===== src/rtl/i2c_byte_tx_pkg.sv =====
// i2c_byte_tx_pkg
// Shared definitions for the I2C byte path: FSM state encodings and the bus
// levels that mean ACK / NACK. The controller FSM and the RX stage import the
// same package, so all three agree on the encodings.
// Ports: none (package).
package i2c_byte_tx_pkg;

    localparam int STATE_W = 2;

    localparam logic [STATE_W-1:0] S_IDLE     = 2'd0;
    localparam logic [STATE_W-1:0] S_WAIT_LOW = 2'd1;
    localparam logic [STATE_W-1:0] S_DATA     = 2'd2;
    localparam logic [STATE_W-1:0] S_ACK      = 2'd3;

    // SDA level seen by the transmitter during the 9th bit
    localparam logic ACK_LVL  = 1'b0;
    localparam logic NACK_LVL = 1'b1;

endpackage


===== src/rtl/i2c_byte_tx_if.sv =====
// i2c_byte_tx_if
// Bundles the byte handshake, SCL strobes, SDA pad signals and status flags
// between the I2C master controller / SCL generator (master side) and the byte
// transmit stage (slave side).
// Signals:
//   tx_data, tx_valid, tx_ready   byte handshake
//   scl_fall_tick, scl_rise_tick  1-cycle SCL edge strobes
//   sda_in, sda_oe                synchronised SDA level / open-drain pull-down
//   abort                         synchronous abort request
//   busy, done, nack, arb_lost    status back to the controller
interface i2c_byte_tx_if #(
    parameter int DATA_W = 8
);
    logic [DATA_W-1:0] tx_data;
    logic              tx_valid;
    logic              tx_ready;
    logic              scl_fall_tick;
    logic              scl_rise_tick;
    logic              sda_in;
    logic              sda_oe;
    logic              abort;
    logic              busy;
    logic              done;
    logic              nack;
    logic              arb_lost;

    modport master (
        output tx_data, tx_valid, scl_fall_tick, scl_rise_tick, sda_in, abort,
        input  tx_ready, sda_oe, busy, done, nack, arb_lost
    );

    modport slave (
        input  tx_data, tx_valid, scl_fall_tick, scl_rise_tick, sda_in, abort,
        output tx_ready, sda_oe, busy, done, nack, arb_lost
    );
endinterface


===== src/rtl/i2c_byte_tx_shift_out.sv =====
// i2c_byte_tx_shift_out
// Load/shift register that presents a word MSB-first. Exposes only the current
// MSB and the bit behind it, which is what the transmitter needs to pre-compute
// the next SDA drive on an SCL fall.
// Ports:
//   clk, rst       clock, synchronous active-high reset
//   clear          synchronous clear (in-flight word discarded)
//   load           capture load_data
//   shift          shift left by one (ignored when load is high)
//   load_data      word to capture
//   msb, next_msb  q[DATA_W-1], q[DATA_W-2]
module i2c_byte_tx_shift_out #(
    parameter int DATA_W = 8
) (
    input  logic              clk,
    input  logic              rst,
    input  logic              clear,
    input  logic              load,
    input  logic              shift,
    input  logic [DATA_W-1:0] load_data,
    output logic              msb,
    output logic              next_msb
);
    logic [DATA_W-1:0] q;

    always_ff @(posedge clk) begin
        if (rst || clear) begin
            q <= '0;
        end else if (load) begin
            q <= load_data;
        end else if (shift) begin
            q <= {q[DATA_W-2:0], 1'b0};
        end
    end

    assign msb      = q[DATA_W-1];
    assign next_msb = q[DATA_W-2];
endmodule


===== src/rtl/i2c_byte_tx.sv =====
// i2c_byte_tx
// Byte-level I2C transmit stage. Accepts one byte on a valid/ready handshake,
// drives it MSB-first onto open-drain SDA (changes only on SCL fall strobes),
// releases SDA for the 9th bit and samples ACK/NACK on the following SCL rise.
// Optionally flags arbitration loss when a released '1' reads back as '0'.
// Ports:
//   clk   system clock
//   rst   synchronous active-high reset
//   bus   i2c_byte_tx_if.slave: handshake, SCL strobes, SDA, abort, status
// States:
//   S_IDLE     | waiting for a byte, tx_ready high, SDA released
//   S_WAIT_LOW | byte captured, waiting for SCL low to put out the MSB
//   S_DATA     | data bits on SDA, shifting on each SCL fall
//   S_ACK      | SDA released, waiting for SCL rise to sample ACK
module i2c_byte_tx
    import i2c_byte_tx_pkg::*;
#(
    parameter int DATA_W    = 8,
    parameter bit ARB_CHECK = 1'b1
) (
    input logic          clk,
    input logic          rst,
    i2c_byte_tx_if.slave bus
);
    localparam int CNT_W = $clog2(DATA_W);

    logic [STATE_W-1:0] state;
    logic [CNT_W-1:0]   bit_cnt;
    logic               sda_oe;
    logic               done;
    logic               nack;
    logic               arb_lost;
    logic               load;
    logic               shift;
    logic               clear;
    logic               sh_msb;
    logic               sh_next_msb;

    assign load  = (state == S_IDLE) && bus.tx_valid;
    assign shift = (state == S_DATA) && !bus.abort && bus.scl_fall_tick && (bit_cnt != '0);
    assign clear = (state != S_IDLE) && bus.abort;

    i2c_byte_tx_shift_out #(.DATA_W(DATA_W)) u_shift (
        .clk       (clk),
        .rst       (rst),
        .clear     (clear),
        .load      (load),
        .shift     (shift),
        .load_data (bus.tx_data),
        .msb       (sh_msb),
        .next_msb  (sh_next_msb)
    );

    always_ff @(posedge clk) begin
        if (rst) begin
            state    <= S_IDLE;
            bit_cnt  <= '0;
            sda_oe   <= 1'b0;
            done     <= 1'b0;
            nack     <= 1'b0;
            arb_lost <= 1'b0;
        end else begin
            done     <= 1'b0;
            arb_lost <= 1'b0;
            if (state == S_IDLE) begin
                if (bus.tx_valid) begin
                    bit_cnt <= CNT_W'(DATA_W - 1);
                    nack    <= 1'b0;
                    state   <= S_WAIT_LOW;
                end
            end else if (bus.abort) begin
                // abort outranks every tick in the same cycle
                sda_oe <= 1'b0;
                state  <= S_IDLE;
            end else begin
                case (state)
                    S_WAIT_LOW: begin
                        if (bus.scl_fall_tick) begin
                            sda_oe <= ~sh_msb;
                            state  <= S_DATA;
                        end
                    end
                    S_DATA: begin
                        // a fall strobe wins over a coincident rise strobe
                        if (bus.scl_fall_tick) begin
                            if (bit_cnt == '0) begin
                                sda_oe <= 1'b0;
                                state  <= S_ACK;
                            end else begin
                                bit_cnt <= bit_cnt - 1'b1;
                                sda_oe  <= ~sh_next_msb;
                            end
                        end else if (bus.scl_rise_tick && ARB_CHECK && !sda_oe && !bus.sda_in) begin
                            arb_lost <= 1'b1;
                            sda_oe   <= 1'b0;
                            state    <= S_IDLE;
                        end
                    end
                    S_ACK: begin
                        if (!bus.scl_fall_tick && bus.scl_rise_tick) begin
                            nack  <= (bus.sda_in == NACK_LVL);
                            done  <= 1'b1;
                            state <= S_IDLE;
                        end
                    end
                    default: state <= S_IDLE;
                endcase
            end
        end
    end

    assign bus.tx_ready = (state == S_IDLE);
    assign bus.busy     = (state != S_IDLE);
    assign bus.sda_oe   = sda_oe;
    assign bus.done     = done;
    assign bus.nack     = nack;
    assign bus.arb_lost = arb_lost;
endmodule

===== src/flat_wrapper.sv =====
// flat-port wrapper written by rule: the top's interface ports become plain ports
module i2c_byte_tx_flat import i2c_byte_tx_pkg::*;
#(
    parameter int DATA_W    = 8,
    parameter bit ARB_CHECK = 1'b1
)
  (clk, rst, bus_tx_data, bus_tx_valid, bus_scl_fall_tick, bus_scl_rise_tick, bus_sda_in, bus_abort, bus_tx_ready, bus_sda_oe, bus_busy, bus_done, bus_nack, bus_arb_lost);
  i2c_byte_tx_if #(.DATA_W(DATA_W)) bus_i ();
  input logic clk;
  input logic rst;
  input wire logic [$bits(bus_i.tx_data)-1:0] bus_tx_data;
  input wire logic [$bits(bus_i.tx_valid)-1:0] bus_tx_valid;
  input wire logic [$bits(bus_i.scl_fall_tick)-1:0] bus_scl_fall_tick;
  input wire logic [$bits(bus_i.scl_rise_tick)-1:0] bus_scl_rise_tick;
  input wire logic [$bits(bus_i.sda_in)-1:0] bus_sda_in;
  input wire logic [$bits(bus_i.abort)-1:0] bus_abort;
  output wire logic [$bits(bus_i.tx_ready)-1:0] bus_tx_ready;
  output wire logic [$bits(bus_i.sda_oe)-1:0] bus_sda_oe;
  output wire logic [$bits(bus_i.busy)-1:0] bus_busy;
  output wire logic [$bits(bus_i.done)-1:0] bus_done;
  output wire logic [$bits(bus_i.nack)-1:0] bus_nack;
  output wire logic [$bits(bus_i.arb_lost)-1:0] bus_arb_lost;
  assign bus_i.tx_data = bus_tx_data;
  assign bus_i.tx_valid = bus_tx_valid;
  assign bus_i.scl_fall_tick = bus_scl_fall_tick;
  assign bus_i.scl_rise_tick = bus_scl_rise_tick;
  assign bus_i.sda_in = bus_sda_in;
  assign bus_i.abort = bus_abort;
  assign bus_tx_ready = bus_i.tx_ready;
  assign bus_sda_oe = bus_i.sda_oe;
  assign bus_busy = bus_i.busy;
  assign bus_done = bus_i.done;
  assign bus_nack = bus_i.nack;
  assign bus_arb_lost = bus_i.arb_lost;
  i2c_byte_tx #(.DATA_W(DATA_W), .ARB_CHECK(ARB_CHECK)) u_core (.clk(clk), .rst(rst), .bus(bus_i));
endmodule

===== config.mk =====
export PLATFORM = sky130hd
export DESIGN_NAME = i2c_byte_tx_flat
export DESIGN_NICKNAME = d
export VERILOG_FILES = /design/src/rtl/i2c_byte_tx_pkg.sv /design/src/rtl/i2c_byte_tx_if.sv /design/src/rtl/i2c_byte_tx_shift_out.sv /design/src/rtl/i2c_byte_tx.sv /design/src/flat_wrapper.sv
export SDC_FILE = /design/constraint.sdc
export NUM_CORES = 1
export LEC_CHECK = 0
export BUFFER_PORTS_ARGS = -buffer_cell sky130_fd_sc_hd__clkbuf_2
export CAP_MARGIN = 20
export CORE_MARGIN = 10
export CORE_UTILIZATION = 52
export DETAILED_ROUTE_END_ITERATION = 12
export PLACE_DENSITY = 0.74
export SLEW_MARGIN = 30
export SYNTH_ARGS = -nofsm -noshare
export SYNTH_HDL_FRONTEND = slang
export SYNTH_SLANG_ARGS = --single-unit

===== constraint.sdc =====
create_clock -name clk -period 2.3 [get_ports clk]
set_input_delay 0.46 -clock clk [delete_from_list [all_inputs] [get_ports clk]]
set_output_delay 0.46 -clock clk [all_outputs]
set_load 0.005 [all_outputs]

==> results of run 1 <==
-- cell families after synthesis --
family          Yosys count
simple gates             38
compound gates           27
flops                    17
buf+inv                  11
mux                       8
fa+ha+maj                 7
-- synthesized netlist by cell type (2+ instances only) --
| cell | count |
|---|---|
| o21ai_0 | 3 |
| a21oi_1 | 4 |
| nand2b_1 | 3 |
| mux2i_1 | 8 |
| a221oi_1 | 2 |
| nor2_1 | 16 |
| dfxtp_1 | 17 |
| nor2b_1 | 2 |
| nor4_1 | 2 |
| ha_1 | 7 |
| nor4b_1 | 2 |
| clkbuf_1 | 2 |
| a211oi_1 | 9 |
| o21ai_1 | 2 |
| inv_1 | 6 |
| nand2_1 | 3 |
| buf_2 | 2 |
| nand3_1 | 2 |
-- metal layers --
metal	routed length [um]	global-route usage (%)	share of wire [%]
met2	874	15.9	42
met5	0	0	0
met4	13	3.35	0.62
met1	1060	14.1	50
met3	156	5.56	7.4
-- cell type report --
| class | count | share of cell area (%) |
|---|---|---|
| multi-input combinational | 80 | 51.8 |
| sequential | 17 | 31.0 |
| inverter | 6 | 2.05 |
| tap | 25 | 2.85 |
| timing repair buffer | 21 | 9.81 |
| clock inverter | 1 | 0.456 |
| clock buffer | 3 | 2.05 |
-- flip-flops by register name, indices dropped and copies added (netlist names) --
signal               flops
u_core.u_shift.q         8
u_core.bit_cnt           3
u_core.state             2
u_core.bus.arb_lost      1
u_core.bus.done          1
u_core.bus.nack          1
u_core.bus.sda_oe        1
-- worst register-to-register path: cells and delay by family, from the launching register on --
| family | cells | cell delay, ns |
|---|---|---|
| fa+ha+maj | 1 | 0.27 |
| compound gates | 2 | 0.55 |
| buf+inv | 1 | 0.13 |
| simple gates | 2 | 0.49 |
| flops | 1 | 0.35 |
-- path summary, 6_finish.rpt --
kind / startpoint / endpoint / depth (start not counted)
setup / recovery: u_core.state[0]$_SDFFE_PP0P_ / bus_busy / 5
hold / removal: bus_tx_data[0] / u_core.u_shift.q[0]$_SDFFE_PP0P_ / 3
setup reg to reg: u_core.state[0]$_SDFFE_PP0P_ / u_core.bus.sda_oe$_SDFFE_PP0P_ / 6
hold reg to reg: u_core.u_shift.q[0]$_SDFFE_PP0P_ / u_core.u_shift.q[0]$_SDFFE_PP0P_ / 2
-- where the power goes --
group | switching, mW | total [mW] | leakage (nW) | internal (mW)
sequential | 0.0155 | 0.335 | 0.140 | 0.319
combinational | 0.0817 | 0.143 | 0.341 | 0.0613
clock | 0.0922 | 0.157 | 0.0177 | 0.0647
-- stage by stage --
step	instances	setup WS (ns)
floorplan	108	0.559
global route	153	0.238
CTS	153	0.398
global placement	149	0.486
finish	153	0.399
detailed placement	149	0.485
==> impl_metrics.csv, run 1 <==
group,metric,value,unit
run_status,run_status,"finished clean",
place,dpl-instance-area,1070,sq um
clocking,cts_root_buf,"clkbuf_4",
timing,timing.fmax,526,MHz
power_and_ir_drop,leakagePower,0.499,nW
detailed_routing,vias_per_cell,5.47,
detailed_routing,firstDrtPassIters,4,
layout,layout_common_cells,"clkbuf_2 (20), dfxtp_1 (17), nor2_1 (16)",
global_route,grt_pass1_vias,820,
detailed_routing,vias,837,
synthesis,netlist_instances,108,
synthesis,synth_seq_area_share,35.5,%
synthesis,synth_mux_area_share,8.34,%
synthesis,synth_top_family_by_area,"simple AND/OR/NAND/NOR gates",
clocking,clock_path_buffers,2,
layout,mostFrequentLayoutCell,"clkbuf_2",
floorplanning,core-area,1750,sq um
clocking,cts.clk_slew.worst_paths,0.10,ns
synthesis,ys.flop_type,"dfxtp_1",
setup_path,crit_family,"buffers and inverters",
layout,drive_gt1_share,21.1,%
setup_path,endpoint_kind,"output port",
run,timing.max_cap.violations,0,
synthesis,synth.largest_area_cell,"dfxtp_1",
synthesis,synth_fp_nets,130,
global_route,grt_first_pass_wirelength,3710,um
synthesis,synth.avg_cell_area,8.89,sq um
global_route,grt_overflow,0,
layout,area_delta_synth_final,14.3,%
clocking,cts_buffers,3,
synthesis,synthAdderAreaFrac,9.13,%
layout,multi_input_area,568,sq um
timing,finalCriticalPeriod,1.90,ns
setup_path,crit_required,1.84,ns
synthesis,synthArstFlopShare,0,%
synthesis,synth_xor_area_share,0,%
timing,slew_headroom,65.5,%
place,port_buffers,20,
layout,n_antenna_cell,0,
synthesis,synth-edff-count,0,
timing,final.setup_skew,0.00874,ns
setup_path,crit_path_cell_trace,"inv_1 -> ha_1 -> buf_4 -> inv_1 -> clkbuf_2",
clocking,insertion_delay,0.29,ns
detailed_routing,drt_iter0_drc,29,
synthesis,yosys.area_share.simple,21.4,%
floorplanning,die_w,63.0,um
setup_path,cp_slowest_cell,"dfxtp_1",
global_route,track_usage,11.1,%
min_path,hold_path.class,"input pin to flop",
clocking,postCtsHoldBufs,0,
power_and_ir_drop,ir_drop,480,uV
place,gp_congestion,0.868,
floorplanning,dieHeight,63.0,um
place,post-dp-hpwl,1630,um
layout,utilization,62.9,%
clocking,cts_htree_levels,1,
power_and_ir_drop,power.total,0.635,mW
setup_path,critPathBufInv,4,
synthesis,synth_top_area_share,35.5,%
global_route,grt_max_degree,17,
detailed_routing,wl,2100,um
detailed_routing,routedWlPerCell,13.7,um
floorplanning,num_io_pins,21,
setup_path,cpMostUsedCell,"inv_1",
timing,finalHoldViolations,0,
synthesis,synth_area,960,sq um
timing,min_period_over_period,82.6,%
clocking,post_cts_resize_count,0,
global_route,antenna_found_initial,0,
power_and_ir_drop,p_per_area,578,nW/um^2
timing,hold_ws,0.396,ns
floorplanning,initial_core_util,55.0,%
setup_path,crit_path_max_incr_delay,0.40,ns
setup_path,crit_arrival,1.44,ns
timing,tightestPinTransition,0.518,ns
synthesis,synth_compound_area_share,20.3,%
synthesis,ys_top_cells_by_area,"dfxtp_1 (35%), ha_1 (9.1%), mux2i_1 (8.3%)",
timing,final_max_slew_viol_count,0,
layout,seq_area,340,sq um
clocking,cts_setup_buffers,0,
layout,nNetsFinal,151,
setup_path,cp_max_fo,14,
synthesis,synth.distinct_cells,34,
layout,n_fill_cell,151,
timing,setup_viol,0,
floorplanning,num_rows,15,
timing,tns,0,ns
detailed_routing,drt_drc_violations_left,0,
synthesis,ys_seq_elements,17,
floorplanning,dieArea,3960,sq um
timing,grt_setup_unrepaired,"no",
setup_path,regToRegSetupSlack,0.42,ns
synthesis,yosys_warnings,0,
setup_path,crit_path_start_kind,"flop",
layout,postLayoutCellArea,1100,sq um
clocking,cts_tree,"yes",
clocking,cts_num_sinks,17,
setup_path,critical_path_class,"flop to output port",
detailed_routing,ant_nets,0,
Note: power is estimated with default switching activity, not from simulation.
==> run 2, diff against run 1 <==
- ABC_AREA: not set -> 1
- CORE_UTILIZATION: 52 -> 47
- PLACE_DENSITY: 0.74 -> 0.7
- clock period: 2.3 -> 1.7 ns (I/O delays scaled with it)
==> impl_metrics.csv, run 2 <==
group,metric,value,unit
run_status,run_status,"finished clean",
power_and_ir_drop,ir_drop,509,uV
timing,finalCriticalPeriod,1.63,ns
floorplanning,die_w,65.1,um
layout,area_delta_synth_final,19.5,%
synthesis,synth.distinct_cells,20,
place,gp_congestion,0.832,
power_and_ir_drop,p_per_area,1030,nW/um^2
layout,layout_common_cells,"nand2_1 (48), clkbuf_2 (20), inv_1 (15), dfxtp_1 (15), nor2_1 (12)",
timing,tightestPinTransition,0.283,ns
global_route,track_usage,10.5,%
timing,hold_ws,0.245,ns
synthesis,synth.avg_cell_area,6.65,sq um
clocking,cts_tree,"yes",
synthesis,synth.largest_area_cell,"dfxtp_1",
detailed_routing,drt_drc_violations_left,0,
global_route,grt_first_pass_wirelength,3790,um
setup_path,endpoint_kind,"output port",
clocking,cts_setup_buffers,0,
layout,fin_cells,196,
layout,largest_registers,"u_core.u_shift.q (8), u_core.bit_cnt (3), u_core.state (2)",
floorplanning,num_rows,16,
place,post-dp-hpwl,1740,um
global_route,grt_max_degree,11,
detailed_routing,wl,2190,um
synthesis,synth_area,957,sq um
power_and_ir_drop,power.total,1.18,mW
clocking,clock_path_buffers,2,
layout,n_antenna_cell,0,
power_and_ir_drop,leakagePower,0.555,nW
floorplanning,initial_core_util,49.3,%
layout,regMostFlops,"u_core.u_shift.q",
floorplanning,dieArea,4240,sq um
timing,setup_viol,0,
setup_path,crit_required,1.36,ns
synthesis,netlist_instances,144,
setup_path,crit_arrival,1.29,ns
synthesis,synth_top_area_share,35.6,%
synthesis,ys.flop_type,"dfxtp_1",
clocking,cts.clk_slew.worst_paths,0.11,ns
detailed_routing,drt_iter0_drc,30,
timing,finalHoldViolations,0,
setup_path,crit_path_cell_trace,"inv_1 -> ha_4 -> inv_2 -> buf_4 -> clkbuf_2",
clocking,post_cts_resize_count,3,
detailed_routing,routedWlPerCell,11.2,um
layout,mostFrequentLayoutCell,"nand2_1",
detailed_routing,vias,954,
clocking,postCtsHoldBufs,0,
floorplanning,num_io_pins,21,
setup_path,crit_path_max_incr_delay,0.36,ns
synthesis,ys_top_cells_by_area,"dfxtp_1 (36%), nand2_1 (19%), ha_1 (9.2%)",
layout,n_fill_cell,201,
detailed_routing,firstDrtPassIters,4,
clocking,cts_num_sinks,17,
global_route,grt_pass1_vias,911,
clocking,insertion_delay,0.29,ns
layout,largest_reg_flops,8,
min_path,hold_path.class,"input pin to flop",
synthesis,synth-edff-count,0,
detailed_routing,ant_nets,0,
timing,min_period_over_period,95.9,%
synthesis,ys_seq_elements,17,
timing,timing.fmax,613,MHz
synthesis,synth.most_common_cell,"nand2_1",
floorplanning,core-area,1940,sq um
timing,final.setup_skew,0.00714,ns
synthesis,yosys_warnings,0,
layout,nNetsFinal,192,
synthesis,synth_fp_nets,166,
setup_path,cp_max_fo,7,
global_route,grt_use_met3,3.05,%
place,dp_cells,192,
floorplanning,dieHeight,65.1,um
global_route,gr-usage-met2,16.0,%
timing,slew_headroom,81.1,%
clocking,cts_root_buf,"clkbuf_4",
global_route,gr-max-usage-layer,"met2",
clocking,cts_htree_levels,1,
setup_path,crit_path_start_kind,"flop",
global_route,antenna_found_initial,0,
clocking,cts_buffers,3,
timing,final_max_slew_viol_count,0,
detailed_routing,vias_per_cell,4.87,
place,port_buffers,20,
timing,grt_setup_unrepaired,"yes",
synthesis,synthArstFlopShare,0,%
run,timing.max_cap.violations,0,
global_route,grt_overflow,0,
global_route,grtUsageMet1,13.9,%
synthesis,synth_seq_area_share,35.6,%
synthesis,synthTopCellsByCount,"nand2_1 (48), dfxtp_1 (17), inv_1 (15)",
layout,drive_gt1_share,22.5,%
setup_path,cp_slowest_cell,"dfxtp_2",
setup_path,critical_path_class,"flop to output port",
==> run 2: per-layer routing <==
layer	vias to the layer above	wire length (um)	part of all wire [%]
li1	513	-	-
met1	421	1110	51
met2	18	950	43
met3	2	122	5.6
met4	0	9	0.41
met5	-	0	0
==> run 2: logic make-up after synthesis <==
| group | after synthesis | synth area share, % |
|---|---|---|
| flip-flops | 17 | 35.6 |
| adder cells (fa/ha/maj) | 7 | 9.15 |
| AND/OR/NAND/NOR | 80 | 35.2 |
| buffers and inverters | 19 | 8.11 |
| AO/OA/AOI/OAI | 21 | 12.0 |
==> run 2: worst paths after layout <==
path | startpoint | endpoint | slack [ns] | cells after the start
setup / recovery | u_core.state[0]$_SDFFE_PP0P_ | bus_busy | 0.07 | 5
hold / removal | rst | u_core.bit_cnt[1]$_SDFFE_PP0P_ | 0.24 | 2
setup reg to reg | u_core.state[0]$_SDFFE_PP0P_ | u_core.u_shift.q[1]$_SDFFE_PP0P_ | 0.15 | 10
hold reg to reg | u_core.u_shift.q[0]$_SDFFE_PP0P_ | u_core.u_shift.q[0]$_SDFFE_PP0P_ | 0.47 | 2
==> run 2: final cells by class <==
cell class / instances / area, sq um / share of cell area [%]
clock buffers: 3 / 22.5 / 1.97
clock inverters: 1 / 5.00 / 0.438
inverters: 18 / 70.1 / 6.13
multi-input cells: 108 / 554 / 48.5
flip-flops and latches: 17 / 343 / 30.0
well taps: 27 / 33.8 / 2.95
repair buffers: 22 / 115 / 10.1
==> run 2: critical path: cells and delay by family (launching register included) <==
kind                       cells  cell delay [ns]
adders and majority gates      1             0.21
buffers and inverters          4             0.44
DFF                            1             0.36
==> run 2: metrics by stage <==
stage	cell area [sq um]	setup TNS (ns)	utilization, %	setup WS, ns
global placement	1100	0	56.6	0.140
global route	1140	-0.0321	58.9	-0.0268
CTS	1130	0	58.2	0.0247
detailed placement	1100	0	56.6	0.132
floorplan	957	0	-	0.213
finish	1140	0	58.9	0.0694
==> run 2: power by group <==
part | switching [mW] | internal [mW]
Clock | 0.134 | 0.0874
Combinational | 0.281 | 0.187
Sequential | 0.0351 | 0.452
Total | 0.450 | 0.727
